<file path="src/rtl/fetch_pcgen.sv">
// -----------------------------------------------------------------------------
// fetch_pcgen
//
// PC-generation stage of the instruction front end. Owns the architectural
// fetch PC, exchanges it with the branch predictor for the next PC and the
// valid-word mask, and queues each accepted fetch group {pc, validword} in a
// small FIFO that is presented to the instruction cache over valid/ready.
//
// Ports:
//   clk_i            clock, rising edge
//   rst_n_i          synchronous active-low reset
//   flush_i          pipeline flush; redirects the PC to flush_newpc_i
//   flush_newpc_i    redirect target, valid with flush_i
//   bpu_busy_i       predictor table update in progress; hold the PC
//   bpu_pc_next_i    predicted next fetch PC
//   bpu_validword_i  valid-word mask for the current group
//   pc_o             current fetch PC, to the predictor
//   pcgen_ready_o    this cycle's group is accepted and the PC advances
//   req_valid_o      FIFO head valid toward the icache
//   req_ready_i      icache accepts the head
//   req_pc_o         head PC (0 when the FIFO is empty)
//   req_validword_o  head valid-word mask (0 when the FIFO is empty)
//
// Optional feature (macro PCGEN_PERF_CNT_EN):
//   perf_group_cnt_o  64-bit count of pushed fetch groups
//   perf_stall_cnt_o  64-bit count of RUN/STALL cycles without an advance
//                     (flush cycles excluded)
// -----------------------------------------------------------------------------
module fetch_pcgen #(
    parameter int unsigned    XLEN         = 64,
    parameter logic [XLEN-1:0] RESET_VECTOR = 64'h0000_0000_8000_0000,
    parameter int unsigned    FIFO_DEPTH   = 2
) (
    input  logic            clk_i,
    input  logic            rst_n_i,
    input  logic            flush_i,
    input  logic [XLEN-1:0] flush_newpc_i,
    input  logic            bpu_busy_i,
    input  logic [XLEN-1:0] bpu_pc_next_i,
    input  logic [3:0]      bpu_validword_i,
    output logic [XLEN-1:0] pc_o,
    output logic            pcgen_ready_o,
    output logic            req_valid_o,
    input  logic            req_ready_i,
    output logic [XLEN-1:0] req_pc_o,
    output logic [3:0]      req_validword_o
`ifdef PCGEN_PERF_CNT_EN
    ,
    output logic [63:0]     perf_group_cnt_o,
    output logic [63:0]     perf_stall_cnt_o
`endif
);

    localparam int unsigned PTR_W = (FIFO_DEPTH > 1) ? $clog2(FIFO_DEPTH) : 1;
    localparam int unsigned CNT_W = $clog2(FIFO_DEPTH) + 1;

    typedef enum logic [1:0] {
        ST_BOOT,
        ST_RUN,
        ST_STALL
    } state_t;

    state_t            state;
    logic [XLEN-1:0]   pc_q;

    logic [XLEN-1:0]   pc_mem [FIFO_DEPTH];
    logic [3:0]        vw_mem [FIFO_DEPTH];
    logic [PTR_W-1:0]  rd_ptr;
    logic [PTR_W-1:0]  wr_ptr;
    logic [CNT_W-1:0]  count;

    logic              push;
    logic              pop;

    // Acceptance looks at the occupancy before any same-cycle pop, so a full
    // FIFO never takes a push even while the icache is draining it.
    assign pcgen_ready_o = (state == ST_RUN) & ~bpu_busy_i & ~flush_i &
                           (count < CNT_W'(FIFO_DEPTH));
    assign push          = pcgen_ready_o;
    assign req_valid_o   = (count != '0);
    assign pop           = req_valid_o & req_ready_i;

    assign pc_o            = pc_q;
    assign req_pc_o        = req_valid_o ? pc_mem[rd_ptr] : '0;
    assign req_validword_o = req_valid_o ? vw_mem[rd_ptr] : '0;

    // Control state: FSM, fetch PC, FIFO pointers and occupancy.
    // NOTE: sequential state is written with non-blocking assignments only, so
    // every register samples the pre-edge values of the others.
    always_ff @(posedge clk_i) begin
        if (!rst_n_i) begin
            state  <= ST_BOOT;
            pc_q   <= RESET_VECTOR;
            rd_ptr <= '0;
            wr_ptr <= '0;
            count  <= '0;
        end else if (flush_i) begin
            // Flush wins over busy and any handshake: a beat the icache
            // accepted this cycle is killed along with the rest of the queue.
            state  <= ST_RUN;
            pc_q   <= flush_newpc_i;
            rd_ptr <= '0;
            wr_ptr <= '0;
            count  <= '0;
        end else begin
            case (state)
                ST_BOOT:  state <= ST_RUN;
                ST_RUN:   if (bpu_busy_i) state <= ST_STALL;
                ST_STALL: if (!bpu_busy_i) state <= ST_RUN;
                default:  state <= ST_BOOT;
            endcase

            if (push) begin
                pc_q   <= bpu_pc_next_i;
                wr_ptr <= wr_ptr + PTR_W'(1);
            end
            if (pop) begin
                rd_ptr <= rd_ptr + PTR_W'(1);
            end

            case ({push, pop})
                2'b10:   count <= count + CNT_W'(1);
                2'b01:   count <= count - CNT_W'(1);
                default: count <= count;
            endcase
        end
    end

    // FIFO storage.
    // NOTE: the entry array has no reset; validity is tracked entirely by the
    // pointers and count, and the head outputs are masked while empty.
    always_ff @(posedge clk_i) begin
        if (push) begin
            pc_mem[wr_ptr] <= pc_q;
            vw_mem[wr_ptr] <= bpu_validword_i;
        end
    end

`ifdef PCGEN_PERF_CNT_EN
    // Stall cycles: fetch is live (not booting) but no group was accepted,
    // and the cycle is not a redirect. Counters survive flushes.
    logic stall_cycle;
    assign stall_cycle = (state != ST_BOOT) & ~pcgen_ready_o & ~flush_i;

    always_ff @(posedge clk_i) begin
        if (!rst_n_i) begin
            perf_group_cnt_o <= '0;
            perf_stall_cnt_o <= '0;
        end else begin
            if (push) begin
                perf_group_cnt_o <= perf_group_cnt_o + 64'd1;
            end
            if (stall_cycle) begin
                perf_stall_cnt_o <= perf_stall_cnt_o + 64'd1;
            end
        end
    end
`endif

endmodule
</file>
<file path="config.mk">
export PLATFORM = sky130hd
export DESIGN_NAME = fetch_pcgen
export DESIGN_NICKNAME = d
export VERILOG_FILES = /design/src/rtl/fetch_pcgen.sv
export SDC_FILE = /design/constraint.sdc
export NUM_CORES = 1
export LEC_CHECK = 0
export CAP_MARGIN = 0
export CORE_MARGIN = 5
export CORE_UTILIZATION = 29
export DETAILED_ROUTE_END_ITERATION = 12
export HOLD_SLACK_MARGIN = 0.03
export SLEW_MARGIN = 20
export SYNTH_ARGS = -nofsm -noshare
export SYNTH_HDL_FRONTEND = slang
export SYNTH_SLANG_ARGS = --single-unit
</file>
<file path="constraint.sdc">
create_clock -name clk_i -period 5.2 [get_ports clk_i]
set_clock_uncertainty 0.15 [all_clocks]
set_input_delay 1.04 -clock clk_i [delete_from_list [all_inputs] [get_ports clk_i]]
set_output_delay 1.04 -clock clk_i [all_outputs]
set_load 0.005 [all_outputs]
</file>
==> reports/qor.yml <==
run_status: "finished, final reports clean"
gr-total-overflow: 0
setup-violations-final: 0
timing.critical_path.depth: 4
synth_xor_xnor_area_share_pct: 0.541
crit_path_cell_trace: "buf_4 -> mux2i_1 -> nor2_1 -> clkdlybuf4s50_1"
die-height_um: 177
final_nets: 1071
syn-cell-area_mm2: 0.00810
synth_top_cell_area_share_pct: 50.4
route.detailed.drc: 0
globalRouteMet3Util_pct: 4.53
crit_required_ns: 4.01
synthMostInstantiatedCell: "edfxtp_1"
worstRegToRegCells: 4
stdcell_area_mm2: 0.0119
criticalPathCategory: "register to output port"
clock_latency_on_the_worst_skew_pair_ns: 0.49
drt.antenna.violating_nets: 0
rsz0062_at_grt: "false"
min_period_ns: 3.79
pwr_density_cell_mw_per_mm2: 321
placed_cell_area_mm2: 0.0111
power.internal_mw: 2.99
design.core.area_mm2: 0.0277
global_route_wire_length_before_repair_um: 34100
die-area_mm2: 0.0314
muxShareOfSynthArea_pct: 8.40
final.setup.worst_slack_ns: 1.41
critical-path-max-stage-delay_ns: 0.88
globalRouteMet2Util_pct: 22.1
cts_tree: "done"
floorplan.rows: 61
numCtsBuffers: 23
num_io_pins: 271
netlist_instances: 677
wl_per_cell_um: 16.6
die_width_um: 177
netlist.top_cell.by_area: "edfxtp_1"
highest_clock_rate_mhz: 264
finalCritPeriodShare_pct: 73.0
seq_power_share_pct: 48.9
total_switching_power_mw: 0.821
whs_ns: 0.335
total_power_mw: 3.82
setup_tns_ns: 0
min_path_cells: 0
dp_hpwl_um: 14700
postSynthRegisterBits: 207
worst_setup_path_start_kind: "register"
vias_per_cell: 4.51
power_leakage_nw: 3.93
cap_violations: 0
cts-root-to-sink-buffers: 3
post_cts_resized: 0
synthDistinctLibCells: 27
hold_buffers: 0
synth-compound-area-share_pct: 9.14
syn-num-nets: 815
vias: 5985
power_switching_share_pct: 21.5
critical-path-slowest-cell: "dfxtp_4"
cp_num_buf_inv: 2
grt_antenna_before_repair: 1
yosys_warnings: 0
synth_edf_count: 136
clock_tree_root_driver_cell: "clkbuf_16"
arithmetic_cell_share_of_the_synthesized_area_counting_full_adders_half_adders_and_majority_gates_pct: 0.278
drive_gt1_share_pct: 5.58
firstDrtPassIters: 4
synth-simple-area-share_pct: 10.3
cts_sinks: 207
yosysSeqAreaShare_pct: 68.0
final_max_slew_viol_count: 0
cp.arrival_ns: 2.60
worstSetupEndpointType: "output port"
place_ws_ns: 1.14
largest_net_degree_at_the_start_of_global_routing: 75
initial_core_util_pct: 29.2
totalWireLength_um: 22000
synth-main-ff-cell: "edfxtp_1"
cts-htree-levels: 1
combinationalPowerShare_pct: 9.1
critical_path_fanouts_max: 43
ranking_of_synthesized_cells_by_area: "edfxtp_1, dfxtp_1, mux2i_1"
maximum_resistive_drop_on_vdd_v: 0.000186
grt_use_total_pct: 13.5
ys_top_cells_by_count: "edfxtp_1, nand2_1, nor2_1, dfxtp_1, mux2i_1"
min-delay-path-class: "register to register"
postSynthAreaPerCell_um2: 12.0
cts.clk_slew.worst_paths_ns: 0.06
max-slew-margin-rel_pct: 41.1
synthToLayoutAreaGrowth_pct: 46.8
number_of_post_cts_setup_repair_buffers: 0
vias_in_the_first_global_route: 6127
power.clock.fraction_pct: 42.1
grt_busiest_layer: "met2"
hold_viol: 0
synthArstFlopShare_pct: 0
grt.met1_usage_pct: 17.4
detailedRoute.firstIterationViolations: 192
cp_top_family: "buffers and inverters"
tightest_slew_ns: 0.881
portBuffers: 270
routabilityCongestion: 0.725
synth_top_family_by_area: "simple AND/OR/NAND/NOR gates"
-- path summary, 6_finish.rpt --
path	startpoint	endpoint	slack (ns)
worst max-delay path	register	req_pc_o[20]	1.41
worst min-delay path	pc_o[37]	pc_mem[0][37]	0.33
worst max register to register	count[1]	pc_mem[1][26]	2.34
worst min register to register	pc_o[37]	pc_mem[0][37]	0.33
-- logic make-up after synthesis --
kind of cell,Yosys count
adders and majority gates,2
and+or+nand+nor,210
xor gates and xnor gates,5
AOI/OAI and AO/OA,131
muxes,68
DFF,207
buffers and inverters,54
-- area by class of cell --
cell class / count / area (um2)
Timing Repair Buffer: 281 / 2810
Fill cell: 2630 / 15800
Tap cell: 378 / 473
Inverter: 4 / 16.3
Multi-Input combinational cell: 416 / 2340
Clock inverter: 15 / 151
Antenna cell: 1 / 2.50
Clock buffer: 26 / 597
Sequential cell: 207 / 5510
-- per-stage QoR --
stage,util (%),instances
final,42.9,1328
after global routing,42.9,1328
after CTS,42.9,1327
after detailed placement,40.2,1286
after global placement,40.2,1286
after floorplan,-,677
-- metal layers --
| metal | part of all wire, % | routed length (um) |
|---|---|---|
| met1 | 44 | 9610 |
| met4 | 2.4 | 535 |
| met3 | 8.0 | 1770 |
| met5 | 0 | 0 |
| met2 | 46 | 10100 |
-- worst reg2reg max path: stages, from the launching register on --
cell and delay [ns]:
dfxtp_1 0.39, nor4b_4 0.31, buf_4 0.68, and3_4 0.66, buf_4 0.35
-- flip-flops by register name (all words and copies together) (netlist names), named ones only --
signal  cells
pc_mem    128
state       2
rd_ptr      1
vw_mem      8
pc_o       64
count       2
wr_ptr      1
-- power by group through the flow --
| stage | Sequential, mW | Clock [mW] | Combinational [mW] |
|---|---|---|---|
| floorplan | 1.89 | 0 | 0.124 |
| CTS | 1.87 | 1.67 | 0.354 |
| detailed placement | 1.90 | 0 | 0.352 |
| global route | 1.87 | 1.73 | 0.382 |
| finish | 1.86 | 1.60 | 0.347 |
| global placement | 1.90 | 0 | 0.351 |
-- cells in the final DEF (no fill, tap or decap), drive strengths merged, types with 10 or more instances in the layout --
cell and n:
o21ai 65, edfxtp 136, clkinv 10, a31oi 63, clkdlybuf4s50 269, nor2 75, clkbuf 26, dfxtp 71
nand2 128, buf 12, mux2i 68
No activity file was read; power rests on OpenSTA's default activity.
